## config.mk

```make
export PLATFORM = sky130hd
export DESIGN_NAME = rsa256_avalon_wrapper
export DESIGN_NICKNAME = d
export VERILOG_FILES = /design/src/rtl/rsa256_avalon_wrapper.sv
export SDC_FILE = /design/constraint.sdc
export NUM_CORES = 1
export LEC_CHECK = 0
export CAP_MARGIN = 30
export CORE_AREA = 2 2 429 431
export CTS_CLUSTER_SIZE = 8
export DETAILED_ROUTE_END_ITERATION = 12
export DIE_AREA = 0 0 431 433
export PLACE_DENSITY = 0.49
export SLEW_MARGIN = 30
export SYNTH_ARGS = -nofsm -noshare
export SYNTH_HDL_FRONTEND = slang
export SYNTH_SLANG_ARGS = --single-unit
```

## constraint.sdc

```tcl
create_clock -name i_clk -period 5.7 [get_ports i_clk]
set_input_delay 0.855 -clock i_clk [delete_from_list [all_inputs] [get_ports i_clk]]
set_output_delay 0.855 -clock i_clk [all_outputs]
set_load 0.02 [all_outputs]
```

## src/rtl/rsa256_avalon_wrapper.sv

```systemverilog
// Avalon-MM UART master for the RSA256 decryptor: collects N, d and ciphertext, runs the core, returns plaintext.
// Define RSA_WRAP_FULL_OUT_EN to send all 32 result bytes instead of the low 31.
module rsa256_avalon_wrapper #(
  parameter logic [4:0] RX_BASE     = 5'd0,
  parameter logic [4:0] TX_BASE     = 5'd4,
  parameter logic [4:0] STATUS_BASE = 5'd8,
  parameter int         RX_OK_BIT   = 7,
  parameter int         TX_OK_BIT   = 6
) (
  input  logic         i_clk,
  input  logic         i_rst,
  output logic [4:0]   avm_address,
  output logic         avm_read,
  input  logic [31:0]  avm_readdata,
  output logic         avm_write,
  output logic [31:0]  avm_writedata,
  input  logic         avm_waitrequest,
  output logic         o_core_start,
  output logic [255:0] o_core_n,
  output logic [255:0] o_core_d,
  output logic [255:0] o_core_a,
  input  logic [255:0] i_core_result,
  input  logic         i_core_finished
);

  typedef enum logic [1:0] {S_GET_KEY, S_GET_DATA, S_WAIT_CALC, S_SEND_DATA} state_t;

`ifdef RSA_WRAP_FULL_OUT_EN
  localparam logic [4:0] LAST_TX = 5'd31;
`else
  localparam logic [4:0] LAST_TX = 5'd30;
`endif

  state_t       state_q, state_d;
  logic         key_phase_q, key_phase_d;
  logic         xfer_q, xfer_d;
  logic [4:0]   byte_cnt_q, byte_cnt_d;
  logic [4:0]   addr_q, addr_d;
  logic         read_q, read_d;
  logic         write_q, write_d;
  logic         start_q, start_d;
  logic [7:0]   wdata_q, wdata_d;
  logic [255:0] n_q, n_d, d_q, d_d, a_q, a_d, out_q, out_d;
  logic [7:0]   rx_byte;
  logic         bus_done;
  logic         unused_bits;

  assign rx_byte       = avm_readdata[7:0];
  assign bus_done      = (read_q || write_q) && !avm_waitrequest;
  assign unused_bits   = ^{avm_readdata[31:8], i_core_result[255:248]};

  assign avm_address   = addr_q;
  assign avm_read      = read_q;
  assign avm_write     = write_q;
  assign avm_writedata = {24'b0, wdata_q};
  assign o_core_start  = start_q;
  assign o_core_n      = n_q;
  assign o_core_d      = d_q;
  assign o_core_a      = a_q;

  always_ff @(posedge i_clk or negedge i_rst) begin
    if (!i_rst) begin
      state_q     <= S_GET_KEY;
      key_phase_q <= 1'b0;
      xfer_q      <= 1'b0;
      byte_cnt_q  <= 5'd0;
      addr_q      <= STATUS_BASE;
      read_q      <= 1'b1;
      write_q     <= 1'b0;
      start_q     <= 1'b0;
      wdata_q     <= 8'd0;
      n_q         <= '0;
      d_q         <= '0;
      a_q         <= '0;
      out_q       <= '0;
    end else begin
      state_q     <= state_d;
      key_phase_q <= key_phase_d;
      xfer_q      <= xfer_d;
      byte_cnt_q  <= byte_cnt_d;
      addr_q      <= addr_d;
      read_q      <= read_d;
      write_q     <= write_d;
      start_q     <= start_d;
      wdata_q     <= wdata_d;
      n_q         <= n_d;
      d_q         <= d_d;
      a_q         <= a_d;
      out_q       <= out_d;
    end
  end

  // xfer_q selects between the status poll and the data access of each byte loop.
  always_comb begin
    state_d     = state_q;
    key_phase_d = key_phase_q;
    xfer_d      = xfer_q;
    byte_cnt_d  = byte_cnt_q;
    addr_d      = addr_q;
    read_d      = read_q;
    write_d     = write_q;
    start_d     = 1'b0;
    wdata_d     = wdata_q;
    n_d         = n_q;
    d_d         = d_q;
    a_d         = a_q;
    out_d       = out_q;

    case (state_q)
      S_GET_KEY, S_GET_DATA: begin
        if (bus_done && !xfer_q) begin
          if (avm_readdata[RX_OK_BIT]) begin
            xfer_d = 1'b1;
            addr_d = RX_BASE;
          end
        end else if (bus_done) begin
          xfer_d     = 1'b0;
          addr_d     = STATUS_BASE;
          byte_cnt_d = byte_cnt_q + 5'd1;
          if (state_q == S_GET_DATA) begin
            a_d = {a_q[247:0], rx_byte};
            if (byte_cnt_q == 5'd31) begin
              start_d = 1'b1;
              read_d  = 1'b0;
              state_d = S_WAIT_CALC;
            end
          end else if (!key_phase_q) begin
            n_d = {n_q[247:0], rx_byte};
            if (byte_cnt_q == 5'd31) key_phase_d = 1'b1;
          end else begin
            d_d = {d_q[247:0], rx_byte};
            if (byte_cnt_q == 5'd31) state_d = S_GET_DATA;
          end
        end
      end

      S_WAIT_CALC: begin
        if (i_core_finished) begin
`ifdef RSA_WRAP_FULL_OUT_EN
          out_d = i_core_result;
`else
          // Top byte is always zero because N < 2^248, so it is skipped here.
          out_d = {i_core_result[247:0], 8'h00};
`endif
          state_d    = S_SEND_DATA;
          read_d     = 1'b1;
          addr_d     = STATUS_BASE;
          xfer_d     = 1'b0;
          byte_cnt_d = 5'd0;
        end
      end

      S_SEND_DATA: begin
        if (bus_done && !xfer_q) begin
          if (avm_readdata[TX_OK_BIT]) begin
            read_d  = 1'b0;
            write_d = 1'b1;
            addr_d  = TX_BASE;
            wdata_d = out_q[255:248];
            xfer_d  = 1'b1;
          end
        end else if (bus_done) begin
          write_d    = 1'b0;
          read_d     = 1'b1;
          addr_d     = STATUS_BASE;
          xfer_d     = 1'b0;
          out_d      = out_q << 8;
          byte_cnt_d = byte_cnt_q + 5'd1;
          if (byte_cnt_q == LAST_TX) begin
            state_d    = S_GET_DATA;
            byte_cnt_d = 5'd0;
          end
        end
      end

      default: state_d = S_GET_KEY;
    endcase
  end

endmodule

```

; ---- Word-level counts from Yosys, hierarchy flattened
; Index checks and enable logic that the tools add are counted.
[totals]
register_bits = 1049
latch_bits = 0
mem_bits_rw = 0
rom_bits = 0
inputBits = 292
out_inout_bits = 808
elab_cells = 108
n_memories = 0
[classes]
n_addsub = 1
mul = 0
n_div = 0
order_cmp = 0
n_eq_ne = 18
n_shift = 0
mux = 53
bitwise_logic = 3
reduce_logical = 20
[op_table]
columns = op, count
row1 = 2-to-1 mux 256 bit, 3
row2 = case mux 256 bit (2 select lines), 1
row3 = 2-to-1 mux 5 bit, 12
row4 = case mux 5 bit (3 select lines), 2
row5 = 2-to-1 mux 1 bit, 22
row6 = 2-to-1 mux 2 bit, 10
row7 = "!= test 2 bit, second input constant", 9
row8 = AND reduction 5 bit, 3
row9 = "!= test 3 bit, second input constant", 4
row10 = AND reduction 4 bit, 3
row11 = "== test 5 bit, second input constant", 2
row12 = AND reduction 3 bit, 3
row13 = AND reduction 8 bit, 1
row14 = AND reduction 7 bit, 1
row15 = case mux 1 bit (3 select lines), 2
row16 = case mux 2 bit (3 select lines), 1
row17 = "adder 5 x 1 -> 5 bit, second input constant", 1
row18 = "== test 2 bit, second input constant", 2
row19 = nonzero test 2 bit, 2
row20 = inverter 1 bit, 3
row21 = "== test 2 x 1 -> 1 bit, second input constant", 1
row22 = logical AND 1 bit, 2
row23 = logical NOT 1 bit, 2
row24 = logical NOT 2 bit, 1
row25 = other kinds (2), 2

; ---- Logic depth before layout (Yosys ltp)
; Gate-level depths: netlist of the first run.
[depth]
depth_word = 7
depth_mapped = 9
mapped_depth_nobuf = 7

; ---- Worst setup path after synthesis of the first run
; OpenSTA, ideal clock, no wires.
[synth_timing]
path_type = input to register
from = input port avm_waitrequest
to = register n_q[185], in the netlist o_core_n[185]
setup_time_ps = 125
arrival_time_ps = 2531
required_time_ps = 5575
setup_slack_ps = 3044
cell_stages = 9
path_buffers = 3
path_cell_list = o21bai_4 > inv_2 > ha_1 > nor4b_4 > nor2b_1 > buf_4 > buf_6 > buf_6 > mux2_2
[synth_via]
elab_chain_cells = 5
[synth_lines]
columns = item, line
row1 = "start, declared", 17  ; input logic avm_waitrequest,
row2 = logical NOT 1 bit (*), 49  ; assign bus_done = (read_q || write_q) && !avm_waitrequest;
row3 = logical AND 1 bit (*), 49
row4 = logical AND 1 bit, 111  ; if (bus_done && !xfer_q) begin
row5 = inverter 1 bit (no source line), --
row6 = AND reduction 5 bit (no source line) (*), --
row7 = "end signal, assigned", 86  ; n_q <= n_d;
row8 = "end, declared", 43  ; logic [255:0] n_q, n_d, d_q, d_d, a_q, a_d, out_q, out_d;
; Every way passes the cells marked *; elsewhere a longest branch is shown, timed or not.
; A chain may end at the register's enable or synchronous reset.

; ---- Final worst setup path of the first run
[layout_timing]
from = input port avm_waitrequest
to = register n_q[157], in the netlist o_core_n[157]
; Same word-level chain as after synthesis.

==> results.sh, run 1 <==
export IMPL_pre_cts_slack_ps=1320
export IMPL_hpwl_mm=106
export IMPL_drv_slew=0
export IMPL_synth_area_top_cells="dfrtp_1 62%, mux2_2 26%, mux2_1 7.8%"
export IMPL_r2r_cells=7
export IMPL_yosysUniqueCellTypes=46
export IMPL_ioPinCount=1100
export IMPL_syn_inst=2567
export IMPL_synth_warnings=0
export IMPL_async_flop_share=1.00
export IMPL_vias=25700
export IMPL_grt_start_max_net_pins=131
export IMPL_grt_busiest_layer="met2"
export IMPL_post_cts_resize_count=0
export IMPL_powerDensity_mw_per_mm2=274
export IMPL_hp_class="input port to async pin"
export IMPL_wl_mm=142
export IMPL_fin_ws_ps=2160
export IMPL_grt_first_pass_wirelength_mm=201
export IMPL_layout_common_cells="1042 x clkdlybuf4s50_1, 1039 x dfrtp_1, 968 x mux2_2"
export IMPL_finalCritPeriodShare=0.622
export IMPL_use_met1=0.172
export IMPL_worstPathMaxFanout=30
export IMPL_r2r_end="o_core_n[157]"
export IMPL_fin_cells=6095
export IMPL_antenna_left=0
export IMPL_finalSetupViolCount=0
export IMPL_placed_cells=5899
export IMPL_firstDrtPassIters=4
export IMPL_clk_path_buf_depth=3
export IMPL_crit_type="input port to flip-flop"
export IMPL_die_area_sq_mm=0.187
export IMPL_cp_end_kind="flip-flop"
export IMPL_place_gp_congestion=0.805
export IMPL_fp_dieH_microns=433
export IMPL_yosysSeqAreaShare=0.620
export IMPL_grt_ovfl_total=0
export IMPL_avgSynthCellArea_sq_um=16.4
export IMPL_hold_viol_final=0
export IMPL_layout_drive_gt1_share=0.325
export IMPL_grt_usage=0.148
export IMPL_port_buffers=1043
export IMPL_critical_path_required_ps=6360
export IMPL_first_iter_violations=1022
export IMPL_cts_tree="built"
export IMPL_holdWs_ps=73.2
export IMPL_met3_usage=0.0469
export IMPL_worstMarginPinSlew_ps=903
export IMPL_startpoint_type="input port"
export IMPL_ys_ff_latch=1041
export IMPL_reg2reg_slack_ps=2200
export IMPL_p_leak_uw=0.0268
export IMPL_synthFlopType="dfrtp_1"
export IMPL_clock_latency_ps=790
export IMPL_cp_arrival_ps=4200
export IMPL_coreArea_sq_mm=0.182
export IMPL_synth_edf_count=0
export IMPL_layout_cells_most_common="clkdlybuf4s50_1"
export IMPL_rows=157
export IMPL_cts_buffers=151
export IMPL_fin_setup_tns_ps=0
export IMPL_ctsHoldBuffers=0
export IMPL_yosys_area_top_type_share=0.619
export IMPL_cts_num_sinks=1041
export IMPL_final_nets=3971
export IMPL_maxCapViolCount=0
export IMPL_path_clk_slew_ps=50
export IMPL_antenna_found_initial=28
export IMPL_rsz0062_at_grt="false"
export IMPL_fmax_mhz=282
export IMPL_use_met2=0.253
export IMPL_htree_levels=4
export IMPL_post_cts_buffers=0
export IMPL_die_x_microns=431
export IMPL_via_per_inst=4.21
export IMPL_status="finished, final reports clean"
export IMPL_cts_root_buffer="clkbuf_16"
export IMPL_total_power_uw=16300
export IMPL_period_needed_ps=3540
export IMPL_area_growth_pct=41.0
export IMPL_finClkSkew_ps=48.5
export IMPL_grt_pass1_vias=27000
export IMPL_start_util=0.231
export IMPL_reg2reg_from="avm_write"
export IMPL_mappedNetlistArea_sq_mm=0.0420
export IMPL_wl_per_cell_microns=23.3
export IMPL_drc_errors=0
export IMPL_worst_ir_drop_vdd_mv=0.215
export IMPL_slew_headroom=0.398
export IMPL_yosysTopAreaCell="dfrtp_1"
[report_power, final]
part	total [uW]	internal (uW)	switching (uW)
sequential	7530	7490	41.0
clock	8200	4780	3420
combinational	532	286	246
total	16300	12600	3710
[worst max-delay path by stage]
stage	start	to	slack (ps)
finish	avm_waitrequest	o_core_n[157]	2160
floorplan	avm_waitrequest	o_core_n[185]	3040
CTS	avm_write	o_core_n[157]	2150
detailed placement	avm_waitrequest	o_core_n[167]	1320
global placement	avm_waitrequest	o_core_n[159]	1430
global route	avm_write	o_core_n[157]	1980
[per-layer routing]
layer | routed length (microns) | up-vias
li1 | - | 11300
met1 | 56200 | 13400
met5 | 202 | -
met3 | 8990 | 241
met4 | 4900 | 34
met2 | 71500 | 669
[worst max-delay path, stage by stage]
cell	delay [ps]
clkdlybuf4s50_1	480
o21bai_4	150
inv_2	140
ha_1	290
nor4b_4	520
nor2b_4	810
buf_4	520
mux2_2	390
[flip-flops by register name, indices dropped and copies added, names as in the netlist, 2 cells and up]
signal,cells
out_q,248
o_core_d,256
state_q,2
o_core_n,256
o_core_a,256
byte_cnt_q,5
avm_address,5
wdata_q,8
[logic make-up after synthesis]
| family | after synthesis | synth area share |
|---|---|---|
| buf+inv | 173 | 0.0262 |
| fa+ha+maj | 12 | 0.00357 |
| mux | 1259 | 0.337 |
| flops | 1041 | 0.620 |
| other cells | 1 | 0.0000892 |
| compound gates | 39 | 0.00706 |
| simple gates | 42 | 0.00578 |
[through the flow]
stage | utilization | area, sq um
floorplan | - | 42100
global placement | 0.302 | 55000
detailed placement | 0.302 | 55100
CTS | 0.325 | 59200
global route | 0.325 | 59200
finish | 0.325 | 59300
[cell type report]
| cell class | instances | area [sq um] |
|---|---|---|
| flip-flops and latches | 1041 | 26100 |
| repair buffers | 1089 | 11000 |
| inverters | 8 | 30.0 |
| clock inverters | 20 | 330 |
| well taps | 2385 | 2980 |
| diodes | 15 | 37.5 |
| multi-input cells | 1376 | 15000 |
| clock buffers | 161 | 3850 |
| fillers | 18100 | 123000 |
[cells in the mapped netlist, types with 4 or more instances]
master,n
a21oi_1,4
a22o_1,8
buf_2,34
buf_4,45
buf_6,29
clkbuf_1,52
dfrtp_1,1039
ha_1,12
inv_1,7
mux2_1,290
mux2_2,968
nand2_1,7
nand2b_1,6
nand3_1,5
nor2_1,6
nor2b_1,6
o21ai_0,8
or3_1,4
(Power assumes the default switching activity.)
==> run 2, diff against run 1 <==
- CORE_AREA: 2 2 429 431 -> 2 2 431 433
- DIE_AREA: 0 0 431 433 -> 0 0 433 435
- PLACE_DENSITY: 0.49 -> 0.5
- clock period: 5.7 -> 3 ns (I/O delays scaled with it)
==> results.sh, run 2 (synthesized netlist as in run 1, its figures left out) <==
export IMPL_status="finished, final reports clean"
export IMPL_p_leak_uw=0.0273
export IMPL_ctsHoldBuffers=1
export IMPL_layout_common_cells="1042 x clkdlybuf4s50_1, 1039 x dfrtp_1, 968 x mux2_2"
export IMPL_wl_mm=145
export IMPL_holdWs_ps=143
export IMPL_hold_viol_final=0
export IMPL_finalCritPeriodShare=0.886
export IMPL_port_buffers=1043
export IMPL_seqCellArea_sq_mm=0.0261
export IMPL_crit_type="flip-flop to primary output"
export IMPL_die_x_microns=433
export IMPL_worstPathCellList="clkdlybuf4s50_1"
export IMPL_path_depth=1
export IMPL_worst_ir_drop_vdd_mv=0.397
export IMPL_via_per_inst=4.16
export IMPL_antenna_left=0
export IMPL_cts_buffers=151
export IMPL_grt_ovfl_total=0
export IMPL_path_clk_slew_ps=50
export IMPL_powerDensity_mw_per_mm2=516
export IMPL_crit_family="buffers and inverters"
export IMPL_cts_num_sinks=1041
export IMPL_critPathBufInv=1
export IMPL_grt_pass1_vias=27400
export IMPL_fp_dieH_microns=435
export IMPL_finClkSkew_ps=48.6
export IMPL_post_cts_resize_count=0
export IMPL_rsz0062_at_grt="false"
export IMPL_rows=158
export IMPL_r2r_cells=8
export IMPL_p_comb_frac=0.034
export IMPL_design_area_sq_mm=0.0602
export IMPL_post_cts_buffers=0
export IMPL_die_area_sq_mm=0.188
export IMPL_grt_usage=0.152
export IMPL_fmax_mhz=376
export IMPL_maxCapViolCount=0
export IMPL_ioPinCount=1100
export IMPL_drv_slew=0
export IMPL_antenna_found_initial=33
export IMPL_cp_end_kind="primary output"
export IMPL_start_util=0.228
export IMPL_worstMarginPinSlew_ps=762
export IMPL_worstPathMaxFanout=3
export IMPL_firstDrtPassIters=4
export IMPL_area_growth_pct=43.2
export IMPL_htree_levels=4
export IMPL_hpwl_mm=111
export IMPL_wl_per_cell_microns=23.2
export IMPL_cp_arrival_ps=2210
export IMPL_fillers=18300
export IMPL_final_nets=4027
export IMPL_grt_start_max_net_pins=111
export IMPL_seq_power_share=0.461
export IMPL_vias=26000
export IMPL_slowest_delay_ps=800
export IMPL_swShare=0.225
export IMPL_period_needed_ps=2660
export IMPL_fin_setup_tns_ps=0
export IMPL_internal_power_uw=24100
export IMPL_layout_cells_most_common="clkdlybuf4s50_1"
export IMPL_finalSetupViolCount=0
export IMPL_multi_input_area_sq_mm=0.0150
export IMPL_netSwitchingPower_uw=7000
export IMPL_first_iter_violations=918
export IMPL_grt_first_pass_wirelength_mm=207
export IMPL_clk_path_buf_depth=3
export IMPL_layout_drive_gt1_share=0.335
export IMPL_drc_errors=0
export IMPL_place_gp_congestion=0.867
export IMPL_pwr_share_clk=0.505
export IMPL_dpl_cell_area_sq_mm=0.0559
export IMPL_coreArea_sq_mm=0.184
export IMPL_cts_tree="built"
export IMPL_cts_root_buffer="clkbuf_16"
export IMPL_clock_latency_ps=790
export IMPL_critical_path_required_ps=2550
export IMPL_cp_slowest_cell="clkdlybuf4s50_1"
export IMPL_slew_headroom=0.492
export IMPL_total_power_uw=31000
export IMPL_hp_class="input port to async pin"
export IMPL_startpoint_type="flip-flop"
export IMPL_fin_util=0.327
[run 2: per-layer routing]
metal | routed length [microns] | track usage | part of all wire
met1 | 56900 | 0.176 | 0.39
met2 | 73600 | 0.264 | 0.51
met3 | 9380 | 0.0434 | 0.065
met4 | 4970 | 0.0568 | 0.034
met5 | 169 | 0 | 0.0012
[run 2: path summary, 6_finish.rpt]
check | from | to | slack (ps)
max | o_core_n[0] | o_core_n[0] | 340
min reg2reg | out_q[130] | out_q[130] | 480
max in group asynchronous | i_rst | o_core_a[55] | 1630
min in group i_clk | i_core_result[7] | out_q[15] | 270
max reg2reg | avm_write | o_core_n[201] | 490
min | i_rst | o_core_d[151] | 140
[run 2: final cells by class]
type | instances | share of cell area
well taps | 2480 | 0.0516
inverters | 8 | 0.000499
multi-input cells | 1376 | 0.249
clock buffers | 165 | 0.0647
diodes | 16 | 0.000665
repair buffers | 1145 | 0.195
clock inverters | 20 | 0.00559
flip-flops and latches | 1041 | 0.433
[run 2: metrics by stage]
stage | cells | setup slack, ps
global route | 6244 | 190
CTS | 6235 | 158
detailed placement | 6049 | 23.4
floorplan | 2590 | 627
global placement | 6049 | 9.52
finish | 6251 | 341
[run 2: power groups by stage]
| stage | Sequential (uW) | Combinational, uW | Clock (uW) |
|---|---|---|---|
| 2_1_floorplan | 14500 | 328 | 0 |
| 3_3_place_gp | 14500 | 1070 | 0 |
| 3_5_place_dp | 14500 | 1080 | 0 |
| 4_1_cts | 14300 | 1090 | 16300 |
| 5_1_grt | 14300 | 1170 | 16800 |
| 6_report | 14300 | 1040 | 15700 |
==> RTL edit, RTL diff (config.mk and constraints of run 2) <==
Change the parameter `RX_OK_BIT` from 7 to 3.
--- a/src/rtl/rsa256_avalon_wrapper.sv
+++ b/src/rtl/rsa256_avalon_wrapper.sv
@@ -4,7 +4,7 @@
   parameter logic [4:0] RX_BASE     = 5'd0,
   parameter logic [4:0] TX_BASE     = 5'd4,
   parameter logic [4:0] STATUS_BASE = 5'd8,
-  parameter int         RX_OK_BIT   = 7,
+  parameter int         RX_OK_BIT   = 3,
   parameter int         TX_OK_BIT   = 6
 ) (
   input  logic         i_clk,
Check against the original RTL: not settled (the Yosys comparison gave no result); the edit may change what the design does.
==> RTL edit against run 2 <==
  * Total power down 0.66%
  * Cell count increased by 0.13%
  * Hold slack better by 0.069 ns
  * Count of clock-buffer cells in the layout grew 3
  * Synthesized cell count stayed put
  * Setup slack worse by 0.042 ns
  * Design area is essentially flat
  * Area after synthesis about the same
  * Sequential cell count is the same
  * Wire length fell by 0.42%
==> RTL edit: results (changes against run 2) <==
outcome=finished clean (unchanged); met2 usage=0.260 (was 0.264); met1 WL=55800 µm (was 56900 µm); PwrDens=513 nW/µm² (was 516 nW/µm²); Max-slew headroom=0.538 (was 0.492); commonest cells in the netlist=1039 x dfrtp_1, 968 x mux2_2, 290 x mux2_1 (unchanged); All-Layer GR Usage=0.152 (about the same); drt via density=4.14 (was 4.16); Layout fillers=18300 (about the same); largest net degree at the start of global routing=115 (was 111); ClkCell Share=0.0696 (was 0.0703); CLK BUF=168 (was 165); Repair and plain buffers=1146 (was 1145); initial antenna violation count=39 (was 33); DRT iter0 DRCs=967 (was 918); post-route cell area=60100 µm² (was 60200 µm²); CTS Buf Count=150 (was 151); sw frac=0.224 (was 0.225); first-pass GRT wire length=206000 µm (was 207000 µm); post-synthesis adder-cell area fraction=0.00357 (about the same); Seq/total area=0.433 (about the same); WL/cell=23.1 µm (was 23.2 µm); layout cells sized above 1=0.334 (was 0.335); met1 Usage GRT=0.173 (was 0.176); HPWL after detailed placement=111000 µm (about the same); met2 wire length=73500 µm (was 73600 µm); Clock Skew=0.0410 ns (was 0.0486 ns); ranking of synthesized cells by area=dfrtp_1 62%, mux2_2 26%, mux2_1 7.8% (unchanged); multi-input combinational area share=0.249 (about the same); DP Cell Count=6050 (was 6049); crit path DAT=2.25 ns (was 2.21 ns); Placement Cell Area=55900 µm² (about the same); worst-path maximum fanout=5 (was 3); Layout Cells excl Fill=6259 (was 6251)
-- RTL edit: changes by cell type after synthesis --
| cell | before | now |
|---|---|---|
| buf_2 | 34 | 35 |
| clkbuf_1 | 52 | 51 |
-- RTL edit: worst min-delay path by stage --
stage | start | end | slack [ns] | cells after the start
after floorplan | i_rst | avm_address[0]$_DFFE_PN0P_ | 0.15 | 0
after global placement | i_rst | o_core_d[124]$_DFFE_PN0P_ | 0.43 | 1
after detailed placement | i_rst | o_core_d[124]$_DFFE_PN0P_ | 0.44 | 1
after CTS | i_rst | o_core_n[46]$_DFFE_PN0P_ | 0.16 | 2
after global routing | i_rst | o_core_d[124]$_DFFE_PN0P_ | 0.18 | 2
final | i_rst | o_core_d[124]$_DFFE_PN0P_ | 0.21 | 2
-- RTL edit: what timing repair did --
action | in CTS | in global routing
setup buffers | 0 | 0
setup endpoints to repair | 0 | 0
hold endpoints to repair | 64 | 0
hold buffers | 1 | 0
